File: config.mk
export PLATFORM = sky130hd
export DESIGN_NAME = alu_accum_reg
export DESIGN_NICKNAME = d
export VERILOG_FILES = /design/src/rtl/alu_accum_pkg.sv /design/src/rtl/alu_mul_seq.sv /design/src/rtl/alu_accum_reg.sv
export SDC_FILE = /design/constraint.sdc
export NUM_CORES = 1
export LEC_CHECK = 0
export CORE_UTILIZATION = 40
export CTS_CLUSTER_DIAMETER = 200
export DETAILED_ROUTE_END_ITERATION = 6
export GPL_ROUTABILITY_DRIVEN = 0
export PLACE_DENSITY = 0.69
export REMOVE_ABC_BUFFERS = 1
export SYNTH_ARGS = -nofsm -noshare
export SYNTH_HDL_FRONTEND = slang
export SYNTH_HIERARCHICAL = 1
export SYNTH_SLANG_ARGS = --single-unit
File: constraint.sdc
create_clock -name Clock -period 3.4 [get_ports Clock]
set_input_delay 0.68 -clock Clock [delete_from_list [all_inputs] [get_ports Clock]]
set_output_delay 0.68 -clock Clock [all_outputs]
set_load 0.005 [all_outputs]
File: src/rtl/alu_accum_pkg.sv
// Shared types for the registered accumulator ALU: function codes and FSM states.
package alu_accum_pkg;

    localparam int unsigned FN_W = 3;

    typedef enum logic [FN_W-1:0] {
        FN_ADD  = 3'b000,
        FN_MUL  = 3'b001,
        FN_SHL  = 3'b010,
        FN_SHR  = 3'b011,
        FN_OR   = 3'b100,
        FN_AND  = 3'b101,
        FN_CAT  = 3'b110,
        FN_HOLD = 3'b111
    } fn_t;

    typedef enum logic [0:0] {
        IDLE = 1'b0,
        MUL  = 1'b1
    } state_t;

endpackage

File: src/rtl/alu_mul_seq.sv
// Unsigned shift-add multiplier: one partial-product step per cycle, WIDTH steps per load.
module alu_mul_seq #(
    parameter int unsigned WIDTH = 4
) (
    input  logic                 Clock,
    input  logic                 Reset,
    input  logic                 load,
    input  logic [WIDTH-1:0]     a,
    input  logic [WIDTH-1:0]     b,
    output logic [2*WIDTH-1:0]   product,
    output logic                 last
);

    localparam int unsigned PW = 2 * WIDTH;
    localparam int unsigned CW = $clog2(WIDTH + 1);

    logic [PW-1:0]    mcand;
    logic [WIDTH-1:0] mplier;
    logic [PW-1:0]    acc;
    logic [CW-1:0]    count;
    logic [PW-1:0]    step_sum;

    // Accumulator after the step performed this cycle; on the last step this is the full product.
    always_comb begin
        step_sum = acc + (mplier[0] ? mcand : '0);
    end

    assign product = step_sum;
    assign last    = (count == CW'(WIDTH - 1));

    // count == WIDTH marks the datapath as parked until the next load.
    always_ff @(posedge Clock) begin
        if (Reset) begin
            mcand  <= '0;
            mplier <= '0;
            acc    <= '0;
            count  <= CW'(WIDTH);
        end else if (load) begin
            mcand  <= PW'(a);
            mplier <= b;
            acc    <= '0;
            count  <= '0;
        end else if (count != CW'(WIDTH)) begin
            acc    <= step_sum;
            mcand  <= mcand << 1;
            mplier <= mplier >> 1;
            count  <= count + CW'(1);
        end
    end

endmodule

File: src/rtl/alu_accum_reg.sv
// Registered accumulator ALU: operand B feeds back from ALUout, multiply is sequential.
// Optional Zero output is enabled with `define ALU_ZERO_FLAG_EN.
module alu_accum_reg
    import alu_accum_pkg::*;
#(
    parameter int unsigned WIDTH = 4
) (
    input  logic                 Clock,
    input  logic                 Reset,
    input  logic [WIDTH-1:0]     Data,
    input  logic [FN_W-1:0]      Function,
    input  logic                 Start,
    output logic                 Busy,
    output logic                 Done,
`ifdef ALU_ZERO_FLAG_EN
    output logic                 Zero,
`endif
    output logic [2*WIDTH-1:0]   ALUout
);

    localparam int unsigned PW = 2 * WIDTH;

    state_t           state;
    state_t           state_next;
    fn_t              fn;
    logic [WIDTH-1:0] op_b;
    logic [PW-1:0]    op_result;
    logic [PW-1:0]    alu_next;
    logic             done_next;
    logic             busy_next;
    logic             mul_load;
    logic [PW-1:0]    product;
    logic             last;

    assign fn   = fn_t'(Function);
    assign op_b = ALUout[WIDTH-1:0];

    // Single-cycle results, all zero-extended to the full register width.
    always_comb begin
        op_result = ALUout;
        case (fn)
            FN_ADD:  op_result = PW'(Data) + PW'(op_b);
            FN_MUL:  op_result = ALUout;
            FN_SHL:  op_result = (32'(Data) >= PW) ? '0 : (PW'(op_b) << Data);
            FN_SHR:  op_result = (32'(Data) >= PW) ? '0 : (PW'(op_b) >> Data);
            FN_OR:   op_result = PW'((|Data) | (|op_b));
            FN_AND:  op_result = PW'((&Data) & (&op_b));
            FN_CAT:  op_result = {Data, op_b};
            FN_HOLD: op_result = ALUout;
            default: op_result = ALUout;
        endcase
    end

    alu_mul_seq #(
        .WIDTH (WIDTH)
    ) u_mul (
        .Clock   (Clock),
        .Reset   (Reset),
        .load    (mul_load),
        .a       (Data),
        .b       (op_b),
        .product (product),
        .last    (last)
    );

    // Next-state and next-output decode.
    always_comb begin
        state_next = state;
        alu_next   = ALUout;
        done_next  = 1'b0;
        mul_load   = 1'b0;
        case (state)
            IDLE: begin
                if (Start) begin
                    if (fn == FN_MUL) begin
                        state_next = MUL;
                        mul_load   = 1'b1;
                    end else begin
                        done_next = 1'b1;
                        alu_next  = op_result;
                    end
                end
            end
            MUL: begin
                if (last) begin
                    state_next = IDLE;
                    alu_next   = product;
                    done_next  = 1'b1;
                end
            end
            default: state_next = IDLE;
        endcase
        busy_next = (state_next == MUL);
    end

    always_ff @(posedge Clock) begin
        if (Reset) begin
            state  <= IDLE;
            ALUout <= '0;
            Done   <= 1'b0;
            Busy   <= 1'b0;
        end else begin
            state  <= state_next;
            ALUout <= alu_next;
            Done   <= done_next;
            Busy   <= busy_next;
        end
    end

`ifdef ALU_ZERO_FLAG_EN
    // Zero tracks ALUout exactly; holds and multiply cycles keep ALUout, hence Zero, unchanged.
    always_ff @(posedge Clock) begin
        if (Reset) begin
            Zero <= 1'b1;
        end else begin
            Zero <= (alu_next == '0);
        end
    end
`endif

endmodule

# Word-level counts from Yosys, hierarchy flattened
# Index checks and enable logic that the tools add are counted.
[op_classes] n_bitwise=3 order_cmp=1 n_eq_ne=14 muxes=23 n_shift=2 n_reduce_logical=9 addsub=3
[ops] operator="8-bit 2-to-1 mux" n=6
[ops] operator="8-bit case mux with 6 select lines" n=1
[ops] operator="4-bit 2-to-1 mux" n=4
[ops] operator="8-bit case mux with 2 select lines" n=1
[ops] operator="3-bit == test, second input constant" n=4
[ops] operator="4-bit AND reduction" n=3
[ops] operator="3-bit by 2-bit == test with 1-bit output, second input constant" n=3
[ops] operator="8-bit adder" n=1
[ops] operator="2-bit != test, second input constant" n=4
[ops] operator="4-bit OR reduction" n=2
[ops] operator="4-bit by 4-bit left shift with 8-bit output" n=1
[ops] operator="4-bit by 4-bit >> shifter with 8-bit output" n=1
[ops] operator="1-bit 2-to-1 mux" n=7
[ops] operator="3-bit 2-to-1 mux" n=2
[ops] operator="4-bit by 4-bit adder with 5-bit output" n=1
[ops] operator="5-bit AND reduction" n=1
[ops] operator="4-bit greater-or-equal comparator, second input constant" n=1
[ops] operator="1-bit case mux with 2 select lines" n=2
[ops] operator="3-bit by 1-bit adder with 3-bit output, second input constant" n=1
[ops] operator="3-bit by 1-bit == test with 1-bit output, second input constant" n=1
[ops] operator="3-bit logical NOT" n=1
[ops] operator="3-bit != test, second input constant" n=1
[ops] operator="2-bit by 1-bit != test with 1-bit output, second input constant" n=1
[ops] operator="2-bit nonzero test" n=1
[ops] operator="4 further kinds" n=4
[totals] input_bits=10 reg_bits=33 output_inout_bits=10

# Longest topological paths before layout
[depth] ltp_word=6 ltp_mapped=11 depth_no_buf=11

# Modules after synthesis
# The synthesis kept the hierarchy.
[modules_own_cells] mod="alu_mul_seq" cells_each=174 area_per_inst_um2=1338.8 n_inst=1
[modules_own_cells] mod="alu_accum_reg" cells_each=151 area_per_inst_um2=1188.6 n_inst=1

# Worst setup path before layout
# No wires, ideal clock.
[synth_path] kind="input-to-reg" start="input port Function[2]" end="register u_mul.count[0]" path_stages=6 setup_slack_ns=1.167 setup_time_ns=0.129 arrival_time_ns=2.104 path_buffers=2 cell_sequence="or3b_2 -> nor2_1 -> clkbuf_1 -> or2_2 -> clkbuf_1 -> nor2_1"
[synth_between] elab_chain_len=5
[synth_rtl] item="from (decl)" line="alu_accum_reg.sv:11" text="input logic [FN_W-1:0] Function,"
[synth_rtl] item="3-bit by 1-bit == test with 1-bit output" line="alu_accum_reg.sv:75" text="if (fn == FN_MUL) begin"
[synth_rtl] item="1-bit 2-to-1 mux" line="alu_accum_reg.sv:75"
[synth_rtl] item="1-bit 2-to-1 mux" line="alu_accum_reg.sv:74" text="if (Start) begin"
[synth_rtl] item="1-bit 2-to-1 mux" line="alu_accum_reg.sv:72" text="case (state)"
[synth_rtl] item="via mul_load" line="alu_accum_reg.sv:31" text="logic mul_load;"
[synth_rtl] item="2-bit OR reduction (no line)"
[synth_rtl] item="to (signal assigned)" line="alu_mul_seq.sv:37" text="count <= CW'(WIDTH);"
[synth_rtl] item="to (signal assigned)" line="alu_mul_seq.sv:47" text="count <= count + CW'(1);"
[synth_rtl] item="to (decl)" line="alu_mul_seq.sv:20" text="logic [CW-1:0] count;"
# The timed path passes the listed nets, and every way through them passes these cells.
# A chain may end at the register's enable or synchronous reset.

# Final worst setup path
[layout_path] start="input port Function[1]" end="register u_mul.acc[6]"
[layout_between] elab_chain_len=5
[layout_rtl] item="3-bit by 1-bit == test with 1-bit output" line="alu_accum_reg.sv:75"
[layout_rtl] item="1-bit 2-to-1 mux" line="alu_accum_reg.sv:75"
[layout_rtl] item="1-bit 2-to-1 mux" line="alu_accum_reg.sv:74"
[layout_rtl] item="1-bit 2-to-1 mux" line="alu_accum_reg.sv:72"
[layout_rtl] item="via mul_load" line="alu_accum_reg.sv:31"
[layout_rtl] item="2-bit OR reduction (no line)"
[layout_rtl] item="to (signal assigned)" line="alu_mul_seq.sv:44" text="acc <= step_sum;"
[layout_rtl] item="to (decl)" line="alu_mul_seq.sv:19" text="logic [PW-1:0] acc;"
# The timed path passes the listed nets, and every way through them passes these cells.

==> flow_metrics.env <==
export IMPL_power_density_cell_area_nw_per_um2=388
export IMPL_layout_commonest_cell="nand2_1"
export IMPL_synth_warnings=6
export IMPL_cts_inserted_buffers=5
export IMPL_first_global_vias=2205
export IMPL_yosys_top_cells_area="dfxtp_1 26%, ha_1 7.9%, nand2_1 6.5%, a21oi_1 5.7%, nor2_1 3.4%"
export IMPL_syn_inst=325
export IMPL_reg2regPathDepth=11
export IMPL_post_drt_antenna_nets=0
export IMPL_worst_setup_path_startpoint="Function[1]"
export IMPL_synthesized_area_sq_um=2530
export IMPL_worst_slew_pin_transition_ns=0.902
export IMPL_cellLeakagePower_nw=1.06
export IMPL_grtUsageTotal_pct=20.8
export IMPL_finish_instance_area_sq_um=2840
export IMPL_placement_cell_area_sq_um=2740
export IMPL_timing_critical_path_fanout_max=15
export IMPL_post_detailed_route_drc_marker_count=0
export IMPL_worstPathCellList="clkdlybuf4s50_1 -> or3b_2 -> nor2_1 -> or2_2 -> nor4b_1 -> a31oi_1 -> o211ai_1"
export IMPL_core_rowCount=28
export IMPL_cp_num_buf_inv=1
export IMPL_post_route_period_util_pct=80.0
export IMPL_timing_critical_path_to="u_mul/acc[6]$_SDFFE_PP0P_"
export IMPL_slowest_delay_ns=0.63
export IMPL_fraction_of_post_synthesis_cell_area_in_the_top_cell_type_by_area_pct=26.1
export IMPL_synth_avg_cell_area_sq_um=7.78
export IMPL_hold_path_class="register to register"
export IMPL_drt_first_pass_iters=4
export IMPL_cts_repair_resized=0
export IMPL_post_route_cells_drive_above_1_share_pct=9.28
export IMPL_clk_latency_ns=0.29
export IMPL_pre_cts_ws_ns=0.429
export IMPL_routed_wire_length_per_instance_microns=15.7
export IMPL_setup_repair_after_global_routing_missed_its_margin="no"
export IMPL_critPathTopFamily="simple AND/OR/NAND/NOR gates"
export IMPL_worst_ir_drop_vdd_uv=251
export IMPL_worstReg2RegStart="u_mul/mplier[0]$_SDFFE_PP0P_"
export IMPL_final_critical_path_setup_slack_ns=0.681
export IMPL_start_kind="input port"
export IMPL_core_area_sq_um=5990
export IMPL_route_vias_total=2393
export IMPL_final_hold_violation_count=0
export IMPL_route_detailed_vias_per_inst=5.85
export IMPL_finalSetupViolCount=0
export IMPL_synth_sequential_area_ratio_pct=26.1
export IMPL_timing_fmax_mhz=368
export IMPL_biggest_area_consumer_among_synthesized_cells="dfxtp_1"
export IMPL_unique_masters_post_synth=60
export IMPL_postSynthRegisterBits=33
export IMPL_reg2reg_slack_ns=0.90
export IMPL_worst_ep_arrival_time_ns=2.87
export IMPL_cts_setup_buffers=0
export IMPL_antenna_diode_count=0
export IMPL_grt_antenna_before_repair=0
export IMPL_max_cap_violations=0
export IMPL_grt_overflow=0
export IMPL_die_w_microns=81.5
export IMPL_critical_path_cell_count=7
export IMPL_grt_start_max_net_pins=25
export IMPL_endpoint_kind="register"
export IMPL_initial_core_util_pct=42.2
export IMPL_critical_path_reg2reg_endpoint="ALUout[4]$_SDFFE_PP0P_"
export IMPL_cts_root_buf="clkbuf_8"
export IMPL_synth_edf_count=0
export IMPL_first_pass_grt_wire_length_mm=10.5
export IMPL_period_minus_slack_ns=2.72
export IMPL_setup_tns_final_ns=0
export IMPL_critical_path_slowest_cell="clkdlybuf4s50_1"
export IMPL_cts_max_path_buffers=2
export IMPL_slew_limit_headroom_pct=39.9
export IMPL_syn2layout_area_growth_pct=12.3
export IMPL_dieHeight_microns=81.5
export IMPL_layout_filler_cells=587
export IMPL_cts_tree="built"
export IMPL_num_nets_final=362
export IMPL_drt_total_wl_mm=6.44
export IMPL_place_port_buffers=19
export IMPL_asyncSetResetFlopFracSynth_pct=0
export IMPL_status="finished, final reports clean"
export IMPL_drt_initial_drc_count=132
export IMPL_most_used_cells_in_the_layout_excluding_fill_and_tap_cells="44 x nand2_1, 33 x dfxtp_1, 29 x a21oi_1, 23 x nor2_1"
export IMPL_cts_hold_buffers=0
export IMPL_io_pins=20
export IMPL_number_of_levels_in_the_clock_h_tree=2
export IMPL_clock_skew_final_ns=0.0131
export IMPL_clkSinkCount=33
export IMPL_slew_viol_final=0
export IMPL_path_clk_slew_ns=0.07
export IMPL_dominantRegCellSynth="dfxtp_1"
export IMPL_post_dp_hpwl_mm=4.72
export IMPL_fp_dieArea_sq_um=6640
export IMPL_worst_setup_path_type="input port to register"
export IMPL_cp_required_ns=3.55
## area by class of cell
| cell class | count | area, sq um | area share (%) |
|---|---|---|---|
| clock buffers | 5 | 68.8 | 2.42 |
| clock inverters | 2 | 35.0 | 1.23 |
| inverters | 20 | 75.1 | 2.64 |
| multi-input cells | 249 | 1670 | 58.8 |
| flip-flops and latches | 33 | 661 | 23.3 |
| well taps | 75 | 93.8 | 3.31 |
| repair buffers | 25 | 235 | 8.29 |
## metrics by stage
step / hold slack (ns) / cells / power (mW) / util (%)
2_1_floorplan: 0.432 / 302 / 0.625 / -
6_report: 0.458 / 409 / 1.10 / 47.4
5_1_grt: 0.474 / 409 / 1.16 / 47.4
3_3_place_gp: 0.441 / 402 / 0.739 / 45.7
3_5_place_dp: 0.448 / 402 / 0.745 / 45.7
4_1_cts: 0.458 / 409 / 1.11 / 47.4
## synth_stat cells (all sizes together), types with 2 or more instances
library cell	number
o21a	3
xor2	2
nor2	23
dfxtp	33
nor4b	2
o221ai	2
nand4	3
and3	4
xnor2	6
o21ai	8
o41ai	3
mux2i	7
nor3	8
clkbuf	13
nor4	5
or2	4
o211ai	4
o31ai	3
fa	2
a211oi	5
nand2b	4
nand3b	3
a311oi	4
nand2	44
nor2b	3
or4b	4
ha	16
inv	19
a31oi	4
and2	9
nand4b	3
or3b	2
a2111oi	6
nand3	8
a21oi	33
buf	10
## routing by layer
layer / track usage, % / part of all wire, % / vias up
li1: - / - / 1187
met1: 27.1 / 47 / 1109
met2: 34.2 / 47 / 84
met3: 5.11 / 5.5 / 13
met4: 5.54 / 1.3 / 0
met5: 0 / 0 / -
## power breakdown
part,internal [mW],switching (mW),total (mW)
Combinational,0.0986,0.209,0.307
Sequential,0.409,0.0241,0.434
Clock,0.213,0.146,0.359
## worst min-delay path, delay by kind of cell (launching register included)
family	cells	cell delay, ns
AOI/OAI and AO/OA	1	0.05
and+or+nand+nor	1	0.05
DFF	1	0.31
## flip-flops by register name, indices dropped and copies added, names as in the netlist
signal	cells
ALUout	8
Done	1
state	1
u_mul/acc	8
u_mul/count	3
u_mul/mcand	8
u_mul/mplier	4
## worst min-delay path by stage
stage                                            from                          end  slack, ns  depth (start not counted)
after global placement    u_mul/mcand[7]$_SDFFE_PP0P_  u_mul/mcand[7]$_SDFFE_PP0P_       0.44                          2
after CTS                 u_mul/mcand[7]$_SDFFE_PP0P_  u_mul/mcand[7]$_SDFFE_PP0P_       0.46                          2
after global routing      u_mul/mcand[6]$_SDFFE_PP0P_  u_mul/mcand[6]$_SDFFE_PP0P_       0.47                          2
final                     u_mul/mcand[7]$_SDFFE_PP0P_  u_mul/mcand[7]$_SDFFE_PP0P_       0.46                          2
after detailed placement  u_mul/mcand[7]$_SDFFE_PP0P_  u_mul/mcand[7]$_SDFFE_PP0P_       0.45                          2
after floorplan           u_mul/mcand[7]$_SDFFE_PP0P_  u_mul/mcand[7]$_SDFFE_PP0P_       0.43                          2
## logic make-up after synthesis
group | count (synthesis) | share of synthesized area [%]
compound gates | 85 | 24.2
xor+xnor | 8 | 2.77
fa+ha+maj | 18 | 9.50
buf+inv | 43 | 7.77
flops | 33 | 26.1
mux | 7 | 2.77
simple gates | 131 | 26.8
Power figures use the tool's default switching activity.
